## src/rtl/hazard_pkg.sv

```systemverilog
// Shared encodings and the shadow-stage record for the hazard/forwarding unit.
package hazard_pkg;

  localparam int unsigned RF_AW = 5;
  localparam int unsigned FWD_W = 2;

  typedef logic [FWD_W-1:0] fwd_sel_t;

  localparam fwd_sel_t FWD_RF  = 2'b00;
  localparam fwd_sel_t FWD_EX  = 2'b01;
  localparam fwd_sel_t FWD_MEM = 2'b10;
  localparam fwd_sel_t FWD_WB  = 2'b11;

  typedef enum logic [1:0] {
    RUN   = 2'b00,
    STALL = 2'b01,
    FLUSH = 2'b10
  } state_t;

  // Destination record carried alongside each downstream pipeline stage.
  typedef struct packed {
    logic [RF_AW-1:0] rd;
    logic             wr;
    logic             ld;
  } shadow_t;

endpackage

```

## src/rtl/hazard_shadow_pipe.sv

```systemverilog
// Three-stage EX/MEM/WB chain of destination records; never frozen.
module hazard_shadow_pipe
  import hazard_pkg::*;
(
  input  logic    clk,
  input  logic    rst_n,
  input  shadow_t ex_in,
  output shadow_t ex,
  output shadow_t mem,
  output shadow_t wb
);

  always_ff @(posedge clk) begin
    if (!rst_n) begin
      ex  <= '0;
      mem <= '0;
      wb  <= '0;
    end else begin
      ex  <= ex_in;
      mem <= ex;
      wb  <= mem;
    end
  end

endmodule

```

## src/rtl/hazard_forward_unit.sv

```systemverilog
// Load-use/branch hazard sequencing, operand-forward selects and event counters
// for the 5-stage pipeline front end.
module hazard_forward_unit
  import hazard_pkg::*;
#(
  parameter int unsigned REG_AW    = RF_AW,
  parameter int unsigned FLUSH_CYC = 2,
  parameter int unsigned CNT_W     = 16
) (
  input  logic              Clk,
  input  logic              Rst,
  input  logic [REG_AW-1:0] id_rs1,
  input  logic [REG_AW-1:0] id_rs2,
  input  logic              id_use_rs1,
  input  logic              id_use_rs2,
  input  logic [REG_AW-1:0] id_rd,
  input  logic              id_rf_le,
  input  logic              id_load,
  input  logic              ex_branch_taken,
  output logic              LE,
  output logic              S,
  output logic              flush_ifid,
  output logic [1:0]        fwd_a,
  output logic [1:0]        fwd_b,
  output logic [CNT_W-1:0]  stall_cnt,
  output logic [CNT_W-1:0]  flush_cnt
);

  localparam int unsigned FC_W = $clog2(FLUSH_CYC + 1);

  state_t           state_q, state_d;
  logic [FC_W-1:0]  fcnt_q, fcnt_d;
  logic [CNT_W-1:0] stall_q, flush_q;
  logic             le_c, s_c, flush_c, lu_stall_c;
  logic             lu_c;
  shadow_t          ex_in, sh_ex, sh_mem, sh_wb;

  // Bubbled or r0-targeted instructions must never look like producers.
  always_comb begin
    ex_in    = '0;
    ex_in.rd = id_rd;
    ex_in.wr = id_rf_le & ~s_c & (id_rd != '0);
    ex_in.ld = id_load & ~s_c;
  end

  hazard_shadow_pipe u_shadow (
    .clk   (Clk),
    .rst_n (Rst),
    .ex_in (ex_in),
    .ex    (sh_ex),
    .mem   (sh_mem),
    .wb    (sh_wb)
  );

  // Youngest producer wins; a load still in EX has no data yet.
  function automatic fwd_sel_t fwd_pick(input logic use_rs, input logic [REG_AW-1:0] rs,
                                        input shadow_t ex, input shadow_t mem,
                                        input shadow_t wb);
    if (!use_rs || rs == '0)                  return FWD_RF;
    if (ex.wr && !ex.ld && ex.rd == rs)       return FWD_EX;
    if (mem.wr && mem.rd == rs)               return FWD_MEM;
    if (wb.wr && wb.rd == rs)                 return FWD_WB;
    return FWD_RF;
  endfunction

  assign lu_c = sh_ex.wr & sh_ex.ld &
                ((id_use_rs1 & (id_rs1 == sh_ex.rd)) | (id_use_rs2 & (id_rs2 == sh_ex.rd)));

  always_comb begin
    state_d    = state_q;
    fcnt_d     = fcnt_q;
    le_c       = 1'b1;
    s_c        = 1'b0;
    flush_c    = 1'b0;
    lu_stall_c = 1'b0;
    case (state_q)
      RUN: begin
        if (ex_branch_taken) begin
          s_c     = 1'b1;
          flush_c = 1'b1;
          if (FLUSH_CYC > 1) begin
            state_d = FLUSH;
            fcnt_d  = FC_W'(FLUSH_CYC - 1);
          end
        end else if (lu_c) begin
          le_c       = 1'b0;
          s_c        = 1'b1;
          lu_stall_c = 1'b1;
          state_d    = STALL;
        end
      end
      STALL: begin
        if (ex_branch_taken) begin
          state_d = FLUSH;
          fcnt_d  = FC_W'(FLUSH_CYC);
        end else begin
          state_d = RUN;
        end
      end
      FLUSH: begin
        s_c     = 1'b1;
        flush_c = 1'b1;
        fcnt_d  = fcnt_q - FC_W'(1);
        if (fcnt_q <= FC_W'(1)) begin
          state_d = RUN;
          fcnt_d  = '0;
        end
      end
      default: begin
        state_d = RUN;
        fcnt_d  = '0;
      end
    endcase
    if (!Rst) begin
      le_c       = 1'b1;
      s_c        = 1'b0;
      flush_c    = 1'b0;
      lu_stall_c = 1'b0;
    end
  end

  always_ff @(posedge Clk) begin
    if (!Rst) begin
      state_q <= RUN;
      fcnt_q  <= '0;
      stall_q <= '0;
      flush_q <= '0;
    end else begin
      state_q <= state_d;
      fcnt_q  <= fcnt_d;
      if (lu_stall_c && stall_q != '1) stall_q <= stall_q + CNT_W'(1);
      if (flush_c && flush_q != '1)    flush_q <= flush_q + CNT_W'(1);
    end
  end

  assign LE         = le_c;
  assign S          = s_c;
  assign flush_ifid = flush_c;
  assign fwd_a      = Rst ? fwd_pick(id_use_rs1, id_rs1, sh_ex, sh_mem, sh_wb) : FWD_RF;
  assign fwd_b      = Rst ? fwd_pick(id_use_rs2, id_rs2, sh_ex, sh_mem, sh_wb) : FWD_RF;
  assign stall_cnt  = stall_q;
  assign flush_cnt  = flush_q;

endmodule
```

## config.mk

```make
export PLATFORM = sky130hd
export DESIGN_NAME = hazard_forward_unit
export DESIGN_NICKNAME = d
export VERILOG_FILES = /design/src/rtl/hazard_pkg.sv /design/src/rtl/hazard_shadow_pipe.sv /design/src/rtl/hazard_forward_unit.sv
export SDC_FILE = /design/constraint.sdc
export NUM_CORES = 1
export LEC_CHECK = 0
export CORE_ASPECT_RATIO = 0.6
export CORE_MARGIN = 5
export CORE_UTILIZATION = 46
export DETAILED_ROUTE_END_ITERATION = 8
export GPL_ROUTABILITY_DRIVEN = 0
export PLACE_DENSITY = 0.76
export SYNTH_ARGS = -nofsm -noshare
export SYNTH_HDL_FRONTEND = slang
export SYNTH_HIERARCHICAL = 1
export SYNTH_SLANG_ARGS = --single-unit
export TNS_END_PERCENT = 5
```

## constraint.sdc

```tcl
create_clock -name Clk -period 2 [get_ports Clk]
set_input_delay 0.4 -clock Clk [delete_from_list [all_inputs] [get_ports Clk]]
set_output_delay 0.4 -clock Clk [all_outputs]
set_load 0.01 [all_outputs]
```

# == Word-level counts from Yosys, hierarchy flattened ==
# Cells that the tools add are included.
# W data, S select, Z words.
# op_classes
addsub,3
order_cmp,1
n_eq_ne,16
n_mux,61
n_bitwise,9
reduce_logical,20
# ops
operator,count
$mux W2,25
$eq A5 B5 Y1,8
$add A16 B1 Y16 const B,2
$mux W1,32
$ne A16 B16 Y1 const B,2
$pmux W2 S3,2
$logic_not A5 Y1,2
$logic_and A1 B1 Y1,9
$and A1 B1 Y1,7
$ne A2 B2 Y1 const B,3
$reduce_bool A5 Y1,1
$pmux W1 S2,2
$reduce_and A2 Y1,2
$logic_not A1 Y1,3
$ne A3 B3 Y1 const B,1
$eq A2 B1 Y1 const B,1
$eq A2 B2 Y1 const B,1
$le A2 B1 Y1 const B,1
$logic_not A2 Y1,1
$logic_or A1 B1 Y1,2
$sub A2 B1 Y2 const B,1
$not A1 Y1,1
$or A1 B1 Y1,1
# totals
ff_bits,55
input_bits,22
out_inout_bits,39
wordCells,121

# == Logic depth before layout (Yosys ltp) ==
# Gate-level depths: netlist of run 1.
# depth
ltp_word,15
depth_mapped,7
mapped_depth_nobuf,6

# == Cells and area by module ==
# Netlist of run 1, hierarchy kept.
# modules_own_cells
module,instances,cells_each,area_per_inst_um2,seq_area_each_um2
hazard_forward_unit,1,296,2336.0,720.7
hazard_shadow_pipe,1,44,593.1,420.4

# == Worst setup path before layout of run 1 ==
# OpenSTA, ideal clock, no wires.
# synth_timing
path_kind,flip-flop to flip-flop
start,"register stall_q[3], in the netlist stall_cnt[3]"
end,"register stall_q[15], in the netlist stall_cnt[15]"
t_arrival_ns,2.053
required_time_ns,1.930
setup_slack_ns,-0.123
path_stages_with_launch,6
n_path_buf,0
cell_sequence,dfxtp_1 > nand3_2 > or4_1 > or4_1 > or4_1 > a21oi_1
# synth_between
elab_chain_len,2
word_cells_on_any_way,3
# synth_rtl
item,line,text
"start, declared",hazard_forward_unit.sv:33,"logic [CNT_W-1:0] stall_q, flush_q;"
"start signal, assigned",hazard_forward_unit.sv:131,if (lu_stall_c && stall_q != '1) stall_q <= stall_q + CNT_W'(1);
"parallel branches: the longest is 2 deep, another holds $add A16 B1 Y16",--,
# Several ways; the timed one is not identified.
# A chain may end at the register's enable or synchronous reset.

# == Worst setup path in the final report of run 1 ==
# layout_timing
start,register u_shadow/wb[6] (netlist bit)
end,output fwd_a[1]
# layout_between
elab_chain_len,11
word_cells_on_any_way,12
# layout_rtl
item,line,text
"start, declared",hazard_shadow_pipe.sv:10,output shadow_t wb
"start signal, assigned",hazard_shadow_pipe.sv:21,wb <= mem;
$eq A5 B5 Y1 *,hazard_forward_unit.sv:62,if (wb.wr && wb.rd == rs) return FWD_WB;
$logic_and A1 B1 Y1 *,hazard_forward_unit.sv:62,
$mux W1 (2 in a row),hazard_forward_unit.sv:62,
$mux W1,hazard_forward_unit.sv:61,if (mem.wr && mem.rd == rs) return FWD_MEM;
$mux W1,hazard_forward_unit.sv:60,if (ex.wr && !ex.ld && ex.rd == rs) return FWD_EX;
$mux W2 *,hazard_forward_unit.sv:63,return FWD_RF;
$mux W2 *,hazard_forward_unit.sv:62,
$mux W2 *,hazard_forward_unit.sv:61,
$mux W2 *,hazard_forward_unit.sv:60,
$mux W2 *,hazard_forward_unit.sv:139,"assign fwd_a = Rst ? fwd_pick(id_use_rs1, id_rs1, sh_ex, sh_mem, sh_wb) : FWD_RF;"
"end, declared",hazard_forward_unit.sv:23,"output logic [1:0] fwd_a,"
# Every way passes the cells marked *; elsewhere a longest branch is shown, timed or not. The select of a mux whose other input is x is not followed.

==> metrics.md, run 1 <==
| Metric | Value |
|---|---|
| RSZ-0062 raised after global routing | yes |
| Share of power burned in registers | a little over half |
| # diodes | 0 |
| Switch Pwr | ~0.56 mW |
| Synthesized cell area | 2880 µm² |
| PortBufs | 60 |
| Floorplan row count | 22 |
| Setup Viol. Count Final | 7 |
| Placed Cells | between 500 and 600 |
| First-pass GRT wire length | roughly 14000 µm |
| Sw Share | around a quarter |
| Internal | approximately 1.7 mW |
| Syn Inst Count | 336 |
| Logic pwr share | 13.3% |
| Overall global routing resource usage | roughly a fifth |
| Worst-margin pin slew | approximately 0.42 ns |
| Wire per inst | between 15 and 20 µm |
| Clock Power Share | roughly a third |
| First-pass DRT Iterations | 5 |
| Largest fanout on the critical path | 2 |
| Setup crit start kind | register |
| Crit share post-route | 112% |
| Hold Worst Slack | 0.488 ns |
| Clock Latency Late Sink | roughly 0.32 ns |
| Final Skew | ~0.014 ns |
| P&R area growth vs syn | 49.7% |
| CTS buffer count | 5 |
| Status | finished, violations left |
| PD cells | 514 nW/µm² |
| Routed vias | roughly 3.0k |
| Number of routed nets with antenna violations | 0 |
| Worst Hold Class | reg2reg |
| Endpoint class of the critical path | output port |
| Most common cell after layout, fill and taps aside | buf_4 |
| NumNets Final | roughly 480 |
| Final Cell Area | ~4300 µm² |
| VDD IR-drop max | slightly below 400 µV |
| Core area | between 6000 and 7000 µm² |
| Dpl cell area | 3940 µm² |
| Post-Syn Nets | 360 |
| Global route overflow | 0 |
| CTS root buffer | clkbuf_8 |
| DRT iter0 DRCs | 170 |
| Fin cells | roughly 540 |
| Die Width | between 100 and 150 µm |
| Worst-path clk slew | approximately 0.10 ns |
| Routed vias/inst | about 5.5 |
| I/O Pins | between 60 and 70 |
| CTS sink cnt | 55 |
| Initial antenna violation count | 0 |
| LEAKAGE | ~1.6 nW |
| H-Tree Depth | 2 |
| Most frequent cells in the layout | 55 x buf_4, 42 x dfxtp_1, 41 x clkdlybuf4s50_1, 30 x nand2_1, 25 x nor2_1 |
| DP HPWL | roughly 6300 µm |
| Clock buffer depth | 2 |
| Worst path required time | ~1.6 ns |
| DP Worst Slack | -0.860 ns |
| Share of layout cells above drive strength 1 | 31.4% |
| Max frequency | 446 MHz |
| Mapped Avg Cell Area | approximately 8.6 µm² |
| Die height | 71.2 µm |
| Largest net degree at the start of global routing | 27 |
| Crit Path Category | reg2out |
| Slew margin rel. | 71.8% |
| CTS tree | yes |
| Setup ws final | -0.242 ns |
| Final slew viol count | 0 |
| Die area | between 7000 and 8000 µm² |
| Effective utilization at floorplan | between 40% and 50% |
| Remaining DRCs | 0 |
| Crit path DAT | between 1.5 and 2 ns |
| Utilization after layout | between 70% and 80% |
| Syn. warnings | 6 |
| Failing checks | negative setup slack |
| Final Critical Period | 2.24 ns |
| Final WL | 8950 µm |
| Hold_buf cts | 0 |
| Vias in the first global route | around 2.8k |
| Max Cap Violations | 0 |
| Fin. Hold Viols | 0 |
[cell type report]
cell class / count / area (µm²)
clock buffer: 5 / 68.8
multi-input combinational: 260 / 1890
fill: 470 / 1780
sequential: 55 / 1120
clock inverter: 3 / 46.3
tap: 84 / 105
timing repair buffer: 121 / 1040
inverter: 8 / 30.0
[final timing paths]
check             cells past startpoint            end  slack, ns           start
setup / recovery                      7       fwd_a[1]      -0.24  u_shadow/wb[6]
hold / removal                        2      fcnt_q[0]       0.49       fcnt_q[0]
setup reg to reg                      5  stall_cnt[15]      -0.11      state_q[1]
hold reg to reg                       2      fcnt_q[0]       0.49       fcnt_q[0]
[through the flow]
| step | total power, mW | setup TNS, ns |
|---|---|---|
| 3_5_place_dp | 1.43 | -14.59 |
| 4_1_cts | 2.19 | -0.906 |
| 5_1_grt | 2.29 | -1.90 |
| 3_3_place_gp | 1.42 | -13.44 |
| 6_report | 2.21 | -1.22 |
| 2_1_floorplan | 1.28 | -0.0897 |
[sequential cells by signal, indices dropped and copies added (netlist names)]
register and cells:
fcnt_q 2, u_shadow/mem 6, u_shadow/wb 6, flush_cnt 16
stall_cnt 16, u_shadow/ex 7, state_q 2
[worst max-delay path: stages, from the launching register on]
cell,delay (ns)
dfxtp_2,0.35
xor2_1,0.15
nor4_1,0.33
and3_1,0.25
buf_4,0.11
nor2b_1,0.04
nor3_2,0.15
buf_2,0.15
[layer usage]
layer  vias to the layer above  wire [µm]  track usage (%)
li1                       1429          -                -
met1                      1371       4190             31.5
met2                       143       3830             30.5
met3                        20        758             4.64
met4                         0        179             5.20
met5                         -          0                0
[power groups by stage]
stage / clock network (mW) / registers [mW] / logic [mW]
floorplan: 0 / 1.16 / 0.120
global placement: 0 / 1.17 / 0.250
detailed placement: 0 / 1.17 / 0.257
CTS: 0.774 / 1.15 / 0.270
global route: 0.814 / 1.16 / 0.317
finish: 0.765 / 1.15 / 0.295
[timing repair]
action | in CTS | in global routing
resized for setup | 90 | 26
setup buffers | 4 | 1
gates cloned | 0 | 0
setup endpoints to repair | 23 | 19
endpoints found under the hold margin | 0 | 0
pin swaps | 15 | 11
No activity file was read; power rests on OpenSTA's default activity.
==> run 2: changes to the inputs <==
PLACE_DENSITY = default   (was 0.76)
PLACE_DENSITY_LB_ADDON = 0.05   (was default)
==> run 2 against run 1 <==
The flow still finishes with violations (negative setup slack). Critical path depth grew 1. Via count shrank 3.7%. Maximum frequency shrank 1.3%. Sequential share of layout area shrank 0.19 points. First-iteration DRC count grew 15%. Cell count grew 1.7%. Utilization grew 0.45 points. Wire length shrank 11%. Clock power shrank 21%.
==> metrics.md, run 2 (synthesized netlist as in run 1, its figures left out) <==
| Metric | Value |
|---|---|
| Status | finished, violations left |
| Failing checks | negative setup slack |
| Initial antenna violation count | 0 (unchanged) |
| Utilization after layout | 71.2% (+0.45 points) |
| Multi-input logic area | 1880 µm² (-0.40%) |
| Largest net degree at the start of global routing | 28 (+3.7%) |
| H-Tree Depth | 2 (unchanged) |
| Max Cap Violations | 0 (unchanged) |
| CTS buffer count | 5 (unchanged) |
| CTS root buffer | clkbuf_8 |
| Max frequency | 440 MHz (-1.3%) |
| Crit path top cell by count | buf_4 |
| Effective utilization at floorplan | 47.3% (unchanged) |
| Final Critical Period | 2.27 ns (+0.0294 ns) |
| Fin cells | 545 (+1.7%) |
| CP max stage delay | 0.34 ns (about the same) |
| Worst r2r src | state_q[1] |
| FF-to-FF setup slack | -0.10 ns (about the same) |
| Die Width | 112 µm (unchanged) |
| Worst R2R End | stall_cnt[15] |
| Final slew viol count | 0 (unchanged) |
| Share of power burned in registers | 55.6% (+3.5 points) |
| Logic pwr share | 14.8% (+1.5 points) |
| DRT iter0 DRCs | 196 (+15%) |
| Die area | 7980 µm² (unchanged) |
| Crit share post-route | 114% (+1.5 points) |
| Number of routed nets with antenna violations | 0 (unchanged) |
| # diodes | 0 (unchanged) |
| Worst Hold Class | reg2reg |
| Share of layout cells above drive strength 1 | 32.5% (+1.1 points) |
| CTS sink cnt | 55 (unchanged) |
| Hold_buf cts | 0 (unchanged) |
| CP Depth | 8 (+1) |
| Global route overflow | 0 (unchanged) |
| DP HPWL | 6240 µm (-1.1%) |
| Wire per inst | 14.7 µm (-12%) |
| Worst-path clk slew | 0.10 ns (about the same) |
| Sw Share | 25.9% (+0.44 points) |
| PortBufs | 60 (unchanged) |
| DP Worst Slack | -1.06 ns (-0.195 ns) |
| Worst path required time | 1.60 ns (about the same) |
| Placed Cells | 535 (+2.3%) |
| Setup crit start kind | register |
| P&R area growth vs syn | 50.6% |
| Clock Power Share | 29.6% (-4.9 points) |
| Routed vias/inst | 5.23 (-5.3%) |
| Crit path DAT | 1.87 ns (+0.03 ns) |
| Clock buffer depth | 2 (unchanged) |
| Setup Viol. Count Final | 9 (+2) |
| Most common cell after layout, fill and taps aside | buf_4 |
| CP bufs+invs | 3 (+1) |
| Slew margin rel. | 69.5% (-2.3 points) |
| NumNets Final | 484 (+1.9%) |
| Switch Pwr | 0.532 mW (-5.5%) |
| CP max stage cell | nor4_2 |
| Routed vias | 2852 (-3.7%) |
| Internal | 1.52 mW (-7.6%) |
| Die height | 71.2 µm (unchanged) |
| I/O Pins | 61 (unchanged) |
| LEAKAGE | 1.63 nW (+0.58%) |
| PD cells | 475 nW/µm² (-7.7%) |
| Overall global routing resource usage | 19.8% (-1.2 points) |
| Floorplan row count | 22 (unchanged) |
| Crit-path cells | buf_4 > xor2_1 > nor4_2 > nand3_1 > buf_4 > a21oi_2 > nor2_1 > buf_2 |
| Fin. Hold Viols | 0 (unchanged) |
| Critical path endpoint | fwd_b[0] |
| Dpl cell area | 4030 µm² (+2.3%) |
| Worst setup path startpoint | u_shadow/mem[3] |
| CTS tree | yes |
| Core area | 6080 µm² (unchanged) |
| Most frequent cells in the layout | 66 x buf_4, 43 x dfxtp_1, 41 x clkdlybuf4s50_1, 30 x nand2_1, 25 x nor2_1 |
| Vias in the first global route | 2663 (-3.8%) |
| Hold Worst Slack | 0.472 ns (-0.0154 ns) |
| Setup ws final | -0.271 ns (-0.0294 ns) |
| Delay-heaviest family, CP | simple AND/OR/NAND/NOR gates |
| VDD IR-drop max | 301 µV (-23%) |
| Final-layout fill cell count | 489 (+4.0%) |
| Worst-margin pin slew | 0.454 ns (+0.0364 ns) |
| Clock Latency Late Sink | 0.31 ns (about the same) |
| Final Cell Area | 4330 µm² (+0.64%) |
| Final WL | 7990 µm (-11%) |
| RSZ-0062 raised after global routing | yes |
| Crit Path Category | reg2out |
| Register area | 1120 µm² (-0.11%) |
| Endpoint class of the critical path | output port |
| Remaining DRCs | 0 (unchanged) |
| First-pass GRT wire length | 12900 µm (-6.2%) |
| Final Skew | 0.00278 ns (-0.0116 ns) |
| Worst r2r path cells | 5 (unchanged) |
| First-pass DRT Iterations | 4 (-1) |
| Largest fanout on the critical path | 2 (unchanged) |
==> run 2: cell count changes in the layout (fill, tap and decap cells not counted), moves of 2 or more <==
cell | previous run | this run
buf_4 | 55 | 66
buf_6 | 7 | 3
dlygate4sd2_1 | 4 | 7
nor4_1 | 10 | 7
nor4_2 | 2 | 5
xnor2_2 | 7 | 4
buf_2 | 8 | 6
nor3_2 | 1 | 3
nor3_4 | 2 | 0
xnor2_1 | 13 | 15
==> run 2: stage by stage <==
step                setup TNS, ns  total power, mW
finish                      -1.40             2.06
CTS                         -1.44             2.05
global placement           -16.42             1.44
floorplan                 -0.0897             1.28
detailed placement         -18.35             1.44
global route                -2.16             2.16
==> run 2: what timing repair did <==
action | CTS | global route
gates cloned | 0 | 0
setup buffers | 1 | 1
endpoints found under the setup margin | 25 | 21
resized for setup | 72 | 30
pin swaps | 10 | 15
==> run 2: worst min path at each step <==
stage	start	slack, ns	end	cells after the start
after floorplan	fcnt_q[0]	0.44	fcnt_q[0]	2
after global placement	fcnt_q[0]	0.45	fcnt_q[0]	2
after detailed placement	fcnt_q[0]	0.46	fcnt_q[0]	2
after CTS	fcnt_q[0]	0.48	fcnt_q[0]	2
after global routing	fcnt_q[0]	0.51	fcnt_q[0]	2
final	fcnt_q[0]	0.47	fcnt_q[0]	2
==> run 2: area by class of cell <==
class,count,area share (%)
Tap cell,84,2.43
Inverter,8,0.693
Timing Repair Buffer,130,25.5
Clock buffer,5,1.59
Sequential cell,55,25.9
Clock inverter,3,0.462
Multi-Input combinational cell,260,43.4
==> run 2: layer usage <==
layer / part of all wire, % / track usage, % / up-vias / wire [µm]
met5: 0 / 0 / - / 0
met4: 0.60 / 2.27 / 0 / 48
met3: 6.2 / 4.39 / 6 / 499
met2: 43 / 30.3 / 84 / 3470
met1: 50 / 29.6 / 1315 / 3970
li1: - / - / 1447 / -
==> run 2: tightest hold or removal path, stage by stage (launching register included) <==
cell,delay [ns]
dfxtp_1,0.33
nand2_1,0.05
a21oi_1,0.05
==> run 2: power by group through the flow <==
stage | clock, mW | combinational [mW] | sequential, mW
after floorplan | 0 | 0.120 | 1.16
after global placement | 0 | 0.273 | 1.17
after detailed placement | 0 | 0.278 | 1.17
after CTS | 0.626 | 0.284 | 1.14
after global routing | 0.687 | 0.330 | 1.15
final | 0.608 | 0.304 | 1.14
==> run 3: changes to the inputs <==
CORE_UTILIZATION = 51   (was 46)
GPL_ROUTABILITY_DRIVEN = default   (was 0)
MAX_ROUTING_LAYER = met4   (was default)
clock period = 2.1 ns   (was 2 ns; I/O delays follow)
==> run 3 against run 2 <==
The flow still finishes with violations (negative setup slack). Global-route usage rose by 2.7 points. Clock power rose by 23%. Non-clock buffer count fell by 12. Wire length fell by 2.6%. Worst setup slack improved by 0.12 ns. Clock skew rose by 0.0051 ns.
==> metrics.md, run 3 (synthesized netlist as in run 1, its figures left out) <==
| Metric | Value |
|---|---|
| Status | finished, violations left |
| Failing checks | negative setup slack |
| Routed vias/inst | 5.42 (+3.5%) |
| P&R area growth vs syn | 42.7% |
| Largest net degree at the start of global routing | 28 (unchanged) |
| Wire per inst | 15.0 µm (+2.5%) |
| Die height | 68.2 µm (-4.3%) |
| Largest fanout on the critical path | 4 (+2) |
| Hold_buf cts | 0 (unchanged) |
| Final slew viol count | 0 (unchanged) |
| CTS root buffer | clkbuf_8 |
| NumNets Final | 472 (-2.5%) |
| Register area | 1110 µm² (-0.78%) |
| DP HPWL | 6050 µm (-3.0%) |
| CTS sink cnt | 55 (unchanged) |
| Multi-input logic area | 1750 µm² (-6.9%) |
| Remaining DRCs | 0 (unchanged) |
| Overall global routing resource usage | 22.5% (+2.7 points) |
| Gpl congestion | ~0.89 |
| Global route overflow | 0 (unchanged) |
| Initial antenna violation count | 0 (unchanged) |
| Max Cap Violations | 0 (unchanged) |
| DRT iter0 DRCs | 124 (-37%) |
| PortBufs | 60 (unchanged) |
| # diodes | 0 (unchanged) |
| Power Total | 2.11 mW (+2.5%) |
| Crit path DAT | 1.83 ns (-0.04 ns) |
| RSZ-0062 raised after global routing | yes |
| Vias in the first global route | 2591 (-2.7%) |
| Slew margin rel. | 75.1% (+5.6 points) |
| Share of layout cells above drive strength 1 | 26.3% (-6.3 points) |
| Effective utilization at floorplan | 52.1% (+4.8 points) |
| Final Critical Period | between 2 and 2.5 ns |
| Fin. Hold Viols | 0 (unchanged) |
| PD cells | 513 nW/µm² (+8.1%) |
| Setup ws final | -0.147 ns (+0.124 ns) |
| Final WL | 7790 µm (-2.6%) |
| Clock Latency Late Sink | 0.31 ns (about the same) |
| LEAKAGE | 1.55 nW (-4.7%) |
| Number of routed nets with antenna violations | 0 (unchanged) |
| Endpoint class of the critical path | output port |
| Core area | 5520 µm² (-9.3%) |
| I/O Pins | 61 (unchanged) |
| Routed vias | 2806 (-1.6%) |
| First-pass GRT wire length | 12500 µm (-3.2%) |
| Crit Path Category | in2out |
| VDD IR-drop max | 347 µV (+15%) |
| Die area | 7290 µm² (-8.7%) |
| Clock buffer depth | 2 (unchanged) |
| Hold Worst Slack | 0.467 ns (-0.00492 ns) |
| Most frequent cells in the layout | 55 x buf_4, 46 x dfxtp_1, 41 x clkdlybuf4s50_1, 31 x nand2_1, 25 x nor2_1 |
| CTS tree | yes |
| H-Tree Depth | 2 (unchanged) |
| Utilization after layout | 74.4% (+3.2 points) |
| Worst-path clk slew | 0.10 ns (about the same) |
| Setup Viol. Count Final | 7 (-2) |
| Setup crit start kind | primary input |
| CTS buffer count | 5 (unchanged) |
| Crit share post-route | 107% |
| Most common cell after layout, fill and taps aside | buf_4 |
| Final-layout fill cell count | 411 (-16%) |
| Worst Hold Class | reg2reg |
| Floorplan row count | 21 (-4.5%) |
| Worst-margin pin slew | 0.365 ns (-0.0897 ns) |
| Max frequency | between 400 and 500 MHz |
| Die Width | 107 µm (-4.6%) |
| First-pass DRT Iterations | 5 (+1) |
| Worst path required time | 1.68 ns (+0.08 ns) |
| Final Skew | 0.00792 ns (+0.00514 ns) |
-- run 3: cell types whose count changed in the layout (fill, tap and decap cells not counted), sizes merged --
cell,change
clkbuf,+1
inv,+1
bufinv,+1
buf,-9
dlygate4sd2,-4
clkdlybuf4s15,+1
clkinvlp,-2
clkinv,-1
-- run 3: worst paths after layout --
| kind | endpoint | cells after the start | slack [ns] | startpoint |
|---|---|---|---|---|
| max reg2reg | stall_cnt[15] | 5 | -0.01 | state_q[1] |
| min reg2reg | fcnt_q[0] | 2 | 0.47 | fcnt_q[0] |
| max | fwd_a[0] | 8 | -0.15 | id_rs1[3] |
| min | fcnt_q[0] | 2 | 0.47 | fcnt_q[0] |
-- run 3: metrics by stage --
stage               setup slack [ns]  cell area [µm²]  cells  setup TNS (ns)
floorplan                   -0.00975             2880    336        -0.00975
global placement              -0.995             3910    507          -13.79
detailed placement            -0.987             3910    507          -14.71
CTS                           -0.168             4090    518          -0.536
global route                  -0.251             4100    518           -1.29
finish                        -0.147             4100    518          -0.501
-- run 3: area by class of cell --
type / instances / share of cell area (%)
flip-flops and latches: 55 / 27.1
multi-input cells: 260 / 42.7
clock inverters: 2 / 0.945
inverters: 8 / 0.732
repair buffers: 118 / 24.5
well taps: 69 / 2.10
clock buffers: 6 / 2.01
-- run 3: routing by layer --
metal / global-route usage [%] / wire (µm)
met5: - / 0
met4: 4.15 / 18
met3: 3.58 / 550
met2: 32.8 / 3230
met1: 33.0 / 3980
-- run 3: what timing repair did --
action,in CTS,in global routing
gates resized for setup,76,7
cloned,0,0
pin swaps,10,4
setup endpoints to repair,25,12
setup buffers,3,0
-- run 3: critical path: stages --
cell	delay, ns
clkdlybuf4s15_1	0.24
xor2_1	0.18
nor4_2	0.36
nand3_1	0.15
buf_4	0.15
a21oi_1	0.13
nor2_1	0.05
buf_2	0.15
-- run 3: where the power goes --
part / leakage (nW) / switching (mW) / internal [mW]
combinational: 1.04 / 0.122 / 0.143
sequential: 0.450 / 0.0273 / 1.07
clock: 0.0618 / 0.355 / 0.393
total: 1.55 / 0.505 / 1.60
